`config.mk`:
```
export PLATFORM = sky130hd
export DESIGN_NAME = pipe_stage_skid
export DESIGN_NICKNAME = d
export VERILOG_FILES = /design/src/rtl/pipe_stage_skid.sv
export SDC_FILE = /design/constraint.sdc
export NUM_CORES = 1
export LEC_CHECK = 0
export CAP_MARGIN = 20
export CELL_PAD_IN_SITES_DETAIL_PLACEMENT = 1
export CELL_PAD_IN_SITES_GLOBAL_PLACEMENT = 1
export CORE_ASPECT_RATIO = 0.5
export CORE_UTILIZATION = 41
export DETAILED_ROUTE_END_ITERATION = 6
export HOLD_SLACK_MARGIN = 0.06
export MAX_ROUTING_LAYER = met4
export PLACE_DENSITY_LB_ADDON = 0.1
export SLEW_MARGIN = 25
export SYNTH_ARGS = -nofsm -noshare
export SYNTH_HDL_FRONTEND = slang
export SYNTH_SLANG_ARGS = --single-unit
export TNS_END_PERCENT = 30
```
`constraint.sdc`:
```
create_clock -name clk -period 3.5 [get_ports clk]
set_clock_uncertainty 0.2 [all_clocks]
set_input_delay 0.35 -clock clk [delete_from_list [all_inputs] [get_ports clk]]
set_output_delay 0.35 -clock clk [all_outputs]
set_load 0.02 [all_outputs]
```
`src/rtl/pipe_stage_skid.sv`:
```
// Elastic pipeline stage: main + skid register with valid/ready handshake and synchronous flush.
// Optional backpressure counter enabled by defining PIPE_STAGE_STALL_CNT_EN.
module pipe_stage_skid #(
   parameter int unsigned            DATA_W    = 32,
   parameter logic [DATA_W-1:0]      RESET_VAL = '0,
   parameter int unsigned            CNT_W     = 16
) (
   input  logic              clk,
   input  logic              reset,
   input  logic              clear,
   input  logic              in_valid,
   output logic              in_ready,
   input  logic [DATA_W-1:0] in_data,
   output logic              out_valid,
   input  logic              out_ready,
   output logic [DATA_W-1:0] out_data,
   output logic [1:0]        occupancy,
   output logic [CNT_W-1:0]  stall_cnt
);

   typedef enum logic [1:0] {
      EMPTY = 2'd0,
      ONE   = 2'd1,
      FULL  = 2'd2
   } state_t;

   state_t            state_q, state_d;
   logic [DATA_W-1:0] main_q, main_d;
   logic [DATA_W-1:0] skid_q, skid_d;
   logic              out_valid_q, out_valid_d;
   logic              in_ready_q, in_ready_d;
   logic [1:0]        occ_q, occ_d;
   logic              in_fire;
   logic              out_fire;

   assign in_fire  = in_valid & in_ready_q;
   assign out_fire = out_valid_q & out_ready;

   // Next state and data movement; handshake outputs are decoded from the next state
   // so they are flops that depend on state only.
   always_comb begin
      state_d = state_q;
      main_d  = main_q;
      skid_d  = skid_q;
      if (clear) begin
         state_d = EMPTY;
         main_d  = RESET_VAL;
         skid_d  = RESET_VAL;
      end else begin
         case (state_q)
            EMPTY: begin
               if (in_fire) begin
                  main_d  = in_data;
                  state_d = ONE;
               end
            end
            ONE: begin
               if (in_fire && out_fire) begin
                  main_d = in_data;
               end else if (in_fire) begin
                  skid_d  = in_data;
                  state_d = FULL;
               end else if (out_fire) begin
                  state_d = EMPTY;
               end
            end
            FULL: begin
               if (out_fire) begin
                  main_d  = skid_q;
                  state_d = ONE;
               end
            end
            default: begin
               state_d = EMPTY;
            end
         endcase
      end

      out_valid_d = (state_d != EMPTY);
      in_ready_d  = (state_d != FULL);
      case (state_d)
         ONE:     occ_d = 2'd1;
         FULL:    occ_d = 2'd2;
         default: occ_d = 2'd0;
      endcase
   end

   always_ff @(posedge clk or posedge reset) begin
      if (reset) begin
         state_q     <= EMPTY;
         main_q      <= RESET_VAL;
         skid_q      <= RESET_VAL;
         out_valid_q <= 1'b0;
         in_ready_q  <= 1'b1;
         occ_q       <= 2'd0;
      end else begin
         state_q     <= state_d;
         main_q      <= main_d;
         skid_q      <= skid_d;
         out_valid_q <= out_valid_d;
         in_ready_q  <= in_ready_d;
         occ_q       <= occ_d;
      end
   end

   assign out_valid = out_valid_q;
   assign in_ready  = in_ready_q;
   assign out_data  = main_q;
   assign occupancy = occ_q;

`ifdef PIPE_STAGE_STALL_CNT_EN
   logic [CNT_W-1:0] stall_cnt_q, stall_cnt_d;

   // Saturating count of cycles spent holding data the consumer refuses; clear does not touch it.
   always_comb begin
      stall_cnt_d = stall_cnt_q;
      if (out_valid_q && !out_ready && (stall_cnt_q != {CNT_W{1'b1}})) begin
         stall_cnt_d = stall_cnt_q + CNT_W'(1);
      end
   end

   always_ff @(posedge clk or posedge reset) begin
      if (reset) begin
         stall_cnt_q <= '0;
      end else begin
         stall_cnt_q <= stall_cnt_d;
      end
   end

   assign stall_cnt = stall_cnt_q;
`else
   assign stall_cnt = '0;
`endif

endmodule

```
## Word-level counts from Yosys, hierarchy flattened

Cells that the tools add are included.

| operators by class | value |
|---|---|
| muxes and demuxes | 16 |
| multipliers | 0 |
| reductions and logical operators | 8 |
| equal/unequal tests | 9 |
| divide/modulo/power cells | 0 |
| bitwise logic cells | 2 |
| add/sub/neg operators | 0 |
| $lt $le $gt $ge | 0 |
| shift operators | 0 |

Operators with widths:

| kind | count |
|---|---|
| 32-bit 2-to-1 mux | 7 |
| 32-bit case mux with 3 select lines | 1 |
| 2-bit 2-to-1 mux | 6 |
| 3-bit inequality test (second input constant) | 3 |
| 2-bit case mux with 3 select lines | 1 |
| 2-bit nonzero test | 3 |
| 2-bit by 1-bit == test with 1-bit output (second input constant) | 2 |
| 2-bit == test (second input constant) | 2 |
| 2-bit inequality test (second input constant) | 2 |
| 2-bit case mux with 2 select lines | 1 |
| 4-bit AND reduction | 1 |
| 4-bit nonzero test | 1 |
| 3-bit AND reduction | 1 |
| 1-bit bitwise AND | 2 |
| 2-bit logical NOT | 1 |
| 1-bit logical AND | 1 |

| word-level totals | value |
|---|---|
| RAM bits | 0 |
| output and inout port bits | 52 |
| memories kept | 0 |
| bits in latches | 0 |
| bits of input ports | 37 |
| word-level logic and storage cells | 41 |
| flip-flop bits (word level) | 70 |
| memory bits (read-only) | 0 |

## Longest topological paths before layout

Gate-level depths: netlist of run 1.

| depth | value |
|---|---|
| word-level depth | 8 |
| gate-level depth with buffers | 6 |

## Worst setup path before layout of run 1

OpenSTA, ideal clock, no wires.

| timing path | value |
|---|---|
| kind | register to register |
| start | reg out_valid_q, in the netlist out_valid |
| end | reg main_q[24], in the netlist out_data[24] |
| setup time | 0.145 ns |
| cell stages (with the launch flop) | 6 |
| setup slack | 1.645 ns |
| arrival time | 1.510 ns |
| period minus slack after synthesis | 1.855 ns |
| required time | 3.155 ns |
| buffers on the path | 2 |
| cells stage by stage | dfrtp_1 -> and4b_1 -> buf_2 -> clkbuf_1 -> a2111oi_0 -> a211oi_2 |

| on the way | value |
|---|---|
| word-level cells in the longest chain between the ends | 4 |
| elaborated cells on any way between the ends | 5 |
| classes of those cells | 2 x eq/ne; 1 x bitwise; 2 x reduce/logical |

RTL lines:

| what | line | text |
|---|---|---|
| start, declared | 30 | `logic out_valid_q, out_valid_d;` |
| start signal, assigned | 100 | `out_valid_q <= out_valid_d;` |
| 1-bit bitwise AND (*) | 37 | `assign out_fire = out_valid_q & out_ready;` |
| 1-bit logical AND | 58 | `if (in_fire && out_fire) begin` |
| 3-bit inequality test (no line) | -- |  |
| 4-bit AND reduction (no line) (*) | -- |  |
| end signal, assigned | 98 | `main_q <= main_d;` |
| end, declared | 28 | `logic [DATA_W-1:0] main_q, main_d;` |

Mark *: on every way between the ends. The rest lies on a longest branch, timed or not.
A chain may end at the register's enable or synchronous reset.

## Worst setup path after layout of run 1

| timing path | value |
|---|---|
| start | in out_ready |
| end | reg main_q[31], in the netlist out_data[31] |

| on the way | value |
|---|---|
| word-level cells in the longest chain between the ends | 4 |
| elaborated cells on any way between the ends | 5 |
| classes of those cells | 2 x eq/ne; 1 x bitwise; 2 x reduce/logical |

RTL lines:

| what | line | text |
|---|---|---|
| start, declared | 15 | `input logic out_ready,` |
| 1-bit bitwise AND (*) | 37 |  |
| 1-bit logical AND | 58 |  |
| 3-bit inequality test (no line) | -- |  |
| 4-bit AND reduction (no line) (*) | -- |  |

Marks and branches as above.

==> key figures, run 1 <==
Die
  – Die Span Y: 68.07 um
  – Die Wd: 134.1 um
  – Std cell rows: 23
  – Core region area: 8230 sq um
  – Starting Density: 43.49%
  – I/O Pins: 89
  – Full die area: 9131 sq um

Drt
  – DRC violations left: 0
  – Antenna-violating nets left: 0
  – DRT iter0 DRCs: 212
  – Drt wl/cell: 21.27 um
  – Vias after detailed routing: 3063
  – Iteration count of the initial detailed-routing pass: 4
  – WL final: 10810 um
  – Avg Vias per Cell: 6.030

Critical path
  – Critical path depth: 5
  – CP Capture Type: flop
  – Crit path largest cell delay: 0.74 ns
  – R2R depth: 4
  – Crit path arrival time: 2.38 ns
  – R2r startpoint: in_ready
  – Crit path max-delay family: buffers and inverters
  – Crit path buffers/inverters: 2
  – CP max FO: 22
  – CP cell instances: clkdlybuf4s50_1 -> and4b_1 -> buf_4 -> a2111oi_0 -> a211oi_1
  – Worst setup path category: primary input to flop
  – CP max-delay cell: and4b_1
  – Critical Path End: out_data[31]
  – Critical R2R Capture: skid_q[4]
  – Launch point of the critical path: out_ready
  – Critical Path Source Type: primary input
  – R2r setup slk: 1.23 ns
  – Worst Path Required: 3.53 ns

Hold path
  – Hold crit path type: primary input to asynchronous set/reset pin

Clock tree
  – Clock sink count: 70
  – Resized Gates After CTS: 0
  – CTS clk-pin slew, worst paths: 0.05 ns
  – # Post-CTS Setup Buffers: 0
  – Longest Clk Path Bufs: 2
  – CTS Buf Count: 9
  – Cts hold-fix bufs: 0
  – CTS tree: built
  – Clock insertion delay at the later pin of the skew report: 0.34 ns
  – CTS H-tree depth: 3
  – CTS root buffer: clkbuf_16

Placement
  – Port Buffers: 72
  – Post-DP HPWL: 6939 um
  – Placed Cells: 494
  – Area of placed instances: 4274 sq um
  – Routability Congestion: 0.7828

STA
  – Final hold vios: 0
  – Setup Total Neg Slack: 0 ns
  – Worst Tran Pin Value: 0.8309 ns
  – RSZ-0062 raised after global routing: false
  – Min cycle time layout: 2.349 ns
  – Fmax: 425.8 MHz
  – Period utilization: 67.10%
  – Final setup viols: 0
  – Pins Over Slew Limit: 0
  – Worst relative slew slack: 44.44%

Power and ir drop
  – PwrDens: 539.6 nW/um^2
  – Leakage power: 0.001988 uW
  – Overall power: 2445 uW
  – Peak VDD IR: 311.7 uV

Global routing
  – First-pass GRT wire length: 17220 um
  – Number of global-route vias before repair: 3240
  – Initial antenna violation count: 0
  – Grt ovf: 0
  – Gr usage total: 26.39%
  – Largest net degree at the start of global routing: 38

Logic synthesis
  – Post-synth top flop: dfrtp_1
  – Most frequent cells after synthesis: dfrtp_1, a21oi_1, mux2i_1
  – Seq/Total Area, Yosys: 48.97%
  – Cell with the most instances after synthesis: dfrtp_1
  – Post-synth ARST share: 100.0%
  – Post-synth top area cell: dfrtp_1
  – Synth top area cells: dfrtp_1, mux2i_1, a2111oi_0
  – Yosys reg bits: 70
  – Avg Cell Area, Syn: 10.44 sq um
  – Synth top area share: 48.23%
  – Unique masters post-synth: 30
  – Area of the mapped netlist: 3580 sq um
  – EDFF count, synth: 0
  – Synthesized instance count: 343
  – YS warnings: 0

Layout
  – Share of layout cells above drive strength 1: 8.838%
  – Diodes inserted: 0
  – Non-filler instance count after layout: 508
  – Area grow syn2layout: 26.56%
  – Cell area after layout: 4531 sq um
  – Nets: 430

Job
  – Max-cap violation count: 0

Outcome
  – Status: finished clean
layer usage:
metal	routed length [um]	global-route usage (%)
met1	4783	31.48
met3	552	6.444
met2	5302	44.43
met4	167	9.831
met5	0	-
worst min path at each step:
stage	from	endpoint	slack (ns)	depth (start not counted)
after floorplan	in_data[0]	skid_q[0]	0.29	2
after global placement	skid_q[8]	skid_q[8]	0.33	2
after detailed placement	skid_q[7]	skid_q[7]	0.34	2
after CTS	reset	skid_q[7]	0.31	2
after global routing	reset	skid_q[4]	0.35	2
final	reset	skid_q[4]	0.29	2
logic make-up (layout without fill, tap and decap cells):
logic type,count (synthesis),count (layout),synth area share [%]
other,1,16,0.1048
buffers and inverters,59,97,9.018
AND/OR/NAND/NOR,41,41,6.327
flip-flops,70,70,48.97
AO/OA/AOI/OAI,139,139,26.35
multiplexers,33,33,9.228
power by group:
group,switching (uW),internal (uW),leakage (uW)
Sequential,59.2,897,0.000938
Combinational,406,266,0.000921
Clock,327,488,0.000128
Total,793,1650,0.00199
flip-flops by register name, indices dropped and copies added (netlist names):
register   count
out_data      32
skid_q        32
occupancy      2
state_q        2
in_ready       1
out_valid      1
area by class of cell:
| type | instances | area [sq um] |
|---|---|---|
| clock buffers | 12 | 246.5 |
| clock inverters | 2 | 10.01 |
| fillers | 873 | 3700 |
| inverters | 1 | 3.754 |
| multi-input cells | 229 | 1574 |
| flip-flops and latches | 70 | 1753 |
| well taps | 112 | 140.1 |
| repair buffers | 82 | 803.3 |
placed cells by master (no fill, tap or decap), types with 3 or more instances in the layout:
| master | n |
|---|---|
| a2111oi_0 | 32 |
| a211oi_1 | 29 |
| a211oi_2 | 3 |
| a21oi_1 | 35 |
| buf_4 | 9 |
| clkbuf_16 | 9 |
| clkdlybuf4s50_1 | 71 |
| conb_1 | 16 |
| dfrtp_1 | 69 |
| mux2i_1 | 33 |
| nand3_1 | 32 |
| o21ai_0 | 32 |
stage by stage:
step	hold WS, ns	worst slack, ns	utilization, %
after floorplan	0.2924	1.183	-
after global placement	0.3263	0.9588	51.93
after detailed placement	0.3363	0.8303	51.93
after CTS	0.3125	1.162	55.05
after global routing	0.3478	1.001	55.05
final	0.2916	1.152	55.05
No activity file was read; power rests on OpenSTA's default activity.
==> inputs of run 2 (changes only) <==
--- a/config.mk
+++ b/config.mk
@@ -9,7 +9,7 @@
 export CELL_PAD_IN_SITES_DETAIL_PLACEMENT = 1
 export CELL_PAD_IN_SITES_GLOBAL_PLACEMENT = 1
 export CORE_ASPECT_RATIO = 0.5
-export CORE_UTILIZATION = 41
+export CORE_UTILIZATION = 34
 export DETAILED_ROUTE_END_ITERATION = 6
 export HOLD_SLACK_MARGIN = 0.06
 export MAX_ROUTING_LAYER = met4
==> constraint.sdc (replaced) <==
create_clock -name clk -period 2.1 [get_ports clk]
set_clock_uncertainty 0.2 [all_clocks]
set_input_delay 0.21 -clock clk [delete_from_list [all_inputs] [get_ports clk]]
set_output_delay 0.21 -clock clk [all_outputs]
set_load 0.02 [all_outputs]
==> key figures, run 2 (synthesis gave the netlist of run 1 again) <==
Outcome
  – Status: finished clean (unchanged)

Drt
  – Iteration count of the initial detailed-routing pass: 4 (unchanged)
  – DRT iter0 DRCs: 152 (was 212)
  – Antenna-violating nets left: 0 (unchanged)
  – WL final: 11060 um (was 10810 um)
  – Avg Vias per Cell: 5.632 (was 6.030)
  – Drt wl/cell: 19.94 um (was 21.27 um)
  – Vias after detailed routing: 3126 (was 3063)
  – DRC violations left: 0 (unchanged)

Power and ir drop
  – Switch share: 30.37% (was 32.42%)
  – Overall power: 4598 uW (was 2445 uW)
  – Leakage power: 0.002129 uW (was 0.001988 uW)
  – Switching Power: 1396 uW (was 792.6 uW)
  – Gate power share: 26.4% (was 27.5%)
  – Int Pwr: 3201 uW (was 1652 uW)
  – Clock share of power: 39.0% (was 33.3%)
  – Peak VDD IR: 440.6 uV (was 311.7 uV)
  – PwrDens: 947.8 nW/um^2 (was 539.6 nW/um^2)
  – Flop pwr share: 34.6% (was 39.1%)

Clock tree
  – Clock insertion delay at the later pin of the skew report: 0.33 ns (was 0.34 ns)
  – Resized Gates After CTS: 2 (was 0)
  – CTS H-tree depth: 3 (unchanged)
  – Longest Clk Path Bufs: 2 (unchanged)
  – Clock sink count: 70 (unchanged)
  – CTS Buf Count: 9 (unchanged)
  – Cts hold-fix bufs: 0 (unchanged)
  – CTS tree: built (unchanged)
  – CTS root buffer: clkbuf_16 (unchanged)
  – CTS clk-pin slew, worst paths: 0.06 ns (was 0.05 ns)
  – # Post-CTS Setup Buffers: 0 (unchanged)

Die
  – I/O Pins: 89 (unchanged)
  – Starting Density: 35.04% (was 43.49%)
  – Core region area: 10210 sq um (was 8230 sq um)
  – Std cell rows: 26 (was 23)
  – Full die area: 10970 sq um (was 9131 sq um)
  – Die Span Y: 74.56 um (was 68.07 um)
  – Die Wd: 147.1 um (was 134.1 um)

Global routing
  – Gr usage total: 22.41% (was 26.39%)
  – Initial antenna violation count: 0 (unchanged)
  – Grt ovf: 0 (unchanged)
  – Number of global-route vias before repair: 3256 (was 3240)
  – Largest net degree at the start of global routing: 71 (was 38)
  – First-pass GRT wire length: 18020 um (was 17220 um)

STA
  – Final setup viols: 0 (unchanged)
  – Fmax: 498.6 MHz
  – Worst Tran Pin Value: 0.6977 ns (was 0.8309 ns)
  – Pins Over Slew Limit: 0 (unchanged)
  – Fin worst setup slack: 0.09436 ns (was 1.152 ns)
  – Final hold vios: 0 (unchanged)
  – Hold_ws: 0.1263 ns (was 0.2916 ns)
  – Min cycle time layout: 2.006 ns
  – Period utilization: 95.51%
  – Worst relative slew slack: 53.49% (was 44.44%)

Critical path
  – CP max FO: 14 (was 22)
  – R2R depth: 4 (unchanged)
  – CP Capture Type: flop (unchanged)
  – Crit path max-delay family: compound AO/OA/AOI/OAI gates (was buffers and inverters)
  – Critical R2R Capture: out_data[24] (was skid_q[4])
  – Crit path largest cell delay: 0.55 ns (was 0.74 ns)
  – Worst Path Required: 2.09 ns (was 3.53 ns)
  – CP max-delay cell: a2111oi_1 (was and4b_1)
  – Crit path arrival time: 2.00 ns (was 2.38 ns)
  – Crit path buffers/inverters: 1 (was 2)
  – R2r setup slk: 0.09 ns (was 1.23 ns)
  – Worst setup path category: flop to flop (was primary input to flop)
  – Critical Path Source Type: flop (was primary input)
  – R2r startpoint: state_q[1] (was in_ready)
  – CP cell instances: and3b_2 -> buf_4 -> a2111oi_1 -> a211oi_2 (was clkdlybuf4s50_1 -> and4b_1 -> buf_4 -> a2111oi_0 -> a211oi_1)

Placement
  – Placed Cells: 539 (was 494)
  – Post-DP HPWL: 6955 um (was 6939 um)
  – Routability Congestion: 0.7837 (was 0.7828)
  – Area of placed instances: 4491 sq um (was 4274 sq um)
  – Port Buffers: 72 (unchanged)
  – Worst slack at placement: -0.2904 ns (was 0.8303 ns)

Layout
  – Cell area after layout: 4851 sq um (was 4531 sq um)
  – Diodes inserted: 0 (unchanged)
  – Nets: 447 (was 430)
  – Most common cell after layout, fill and taps aside: clkdlybuf4s50_1 (unchanged)
  – Area grow syn2layout: 35.51% (was 26.56%)
  – Share of layout cells above drive strength 1: 13.98% (was 8.838%)
  – Non-filler instance count after layout: 555 (was 508)
  – Most frequent cells in the layout: clkdlybuf4s50_1, dfrtp_1, a21oi_1 (unchanged)

Hold path
  – Hold crit path type: primary input to asynchronous set/reset pin (unchanged)

Job
  – Max-cap violation count: 0 (unchanged)
-- run 2: tightest hold or removal path, stage by stage --
cell	delay [ns]
clkdlybuf4s50_1	0.44
clkinvlp_4	0.10
buf_12	0.33
-- run 2: power groups by stage --
stage | sequential [uW] | combinational [uW] | clock (uW)
final | 1590 | 1210 | 1790
after detailed placement | 1610 | 1200 | 0
after global routing | 1610 | 1310 | 1890
after global placement | 1610 | 1170 | 0
after floorplan | 1710 | 568 | 0
after CTS | 1590 | 1210 | 1820
-- run 2: metrics by stage --
step	TNS (ns)	utilization, %
floorplan	0	-
finish	0	47.49
global placement	-3.547	43.96
global route	-0.009684	47.49
detailed placement	-4.009	43.96
CTS	0	47.39
-- run 2: cell type report --
cell class / instances / area [sq um]
inverter: 1 / 7.507
multi-input combinational: 229 / 1587
tap: 140 / 175.2
timing repair buffer: 99 / 980.9
clock inverter: 6 / 108.9
fill: 1123 / 5364
sequential: 70 / 1753
clock buffer: 10 / 239.0
-- run 2: worst max-delay path by stage --
stage | startpoint | to | slack [ns] | cells after the start
6_report | state_q[1] | out_data[24] | 0.09 | 4
4_1_cts | out_valid | out_data[18] | 0.02 | 4
5_1_grt | state_q[1] | out_data[25] | -0.005 | 4
3_5_place_dp | out_ready | out_data[24] | -0.29 | 5
3_3_place_gp | out_ready | out_data[23] | -0.13 | 4
2_1_floorplan | out_valid | out_data[24] | 0.25 | 5
-- run 2: per-layer routing --
metal | routed length [um] | global-route usage (%) | vias to the layer above
li1 | - | - | 1425
met1 | 5281 | 28.52 | 1608
met2 | 5208 | 36.06 | 78
met3 | 448 | 5.399 | 15
met4 | 126 | 6.071 | 0
met5 | 0 | - | -
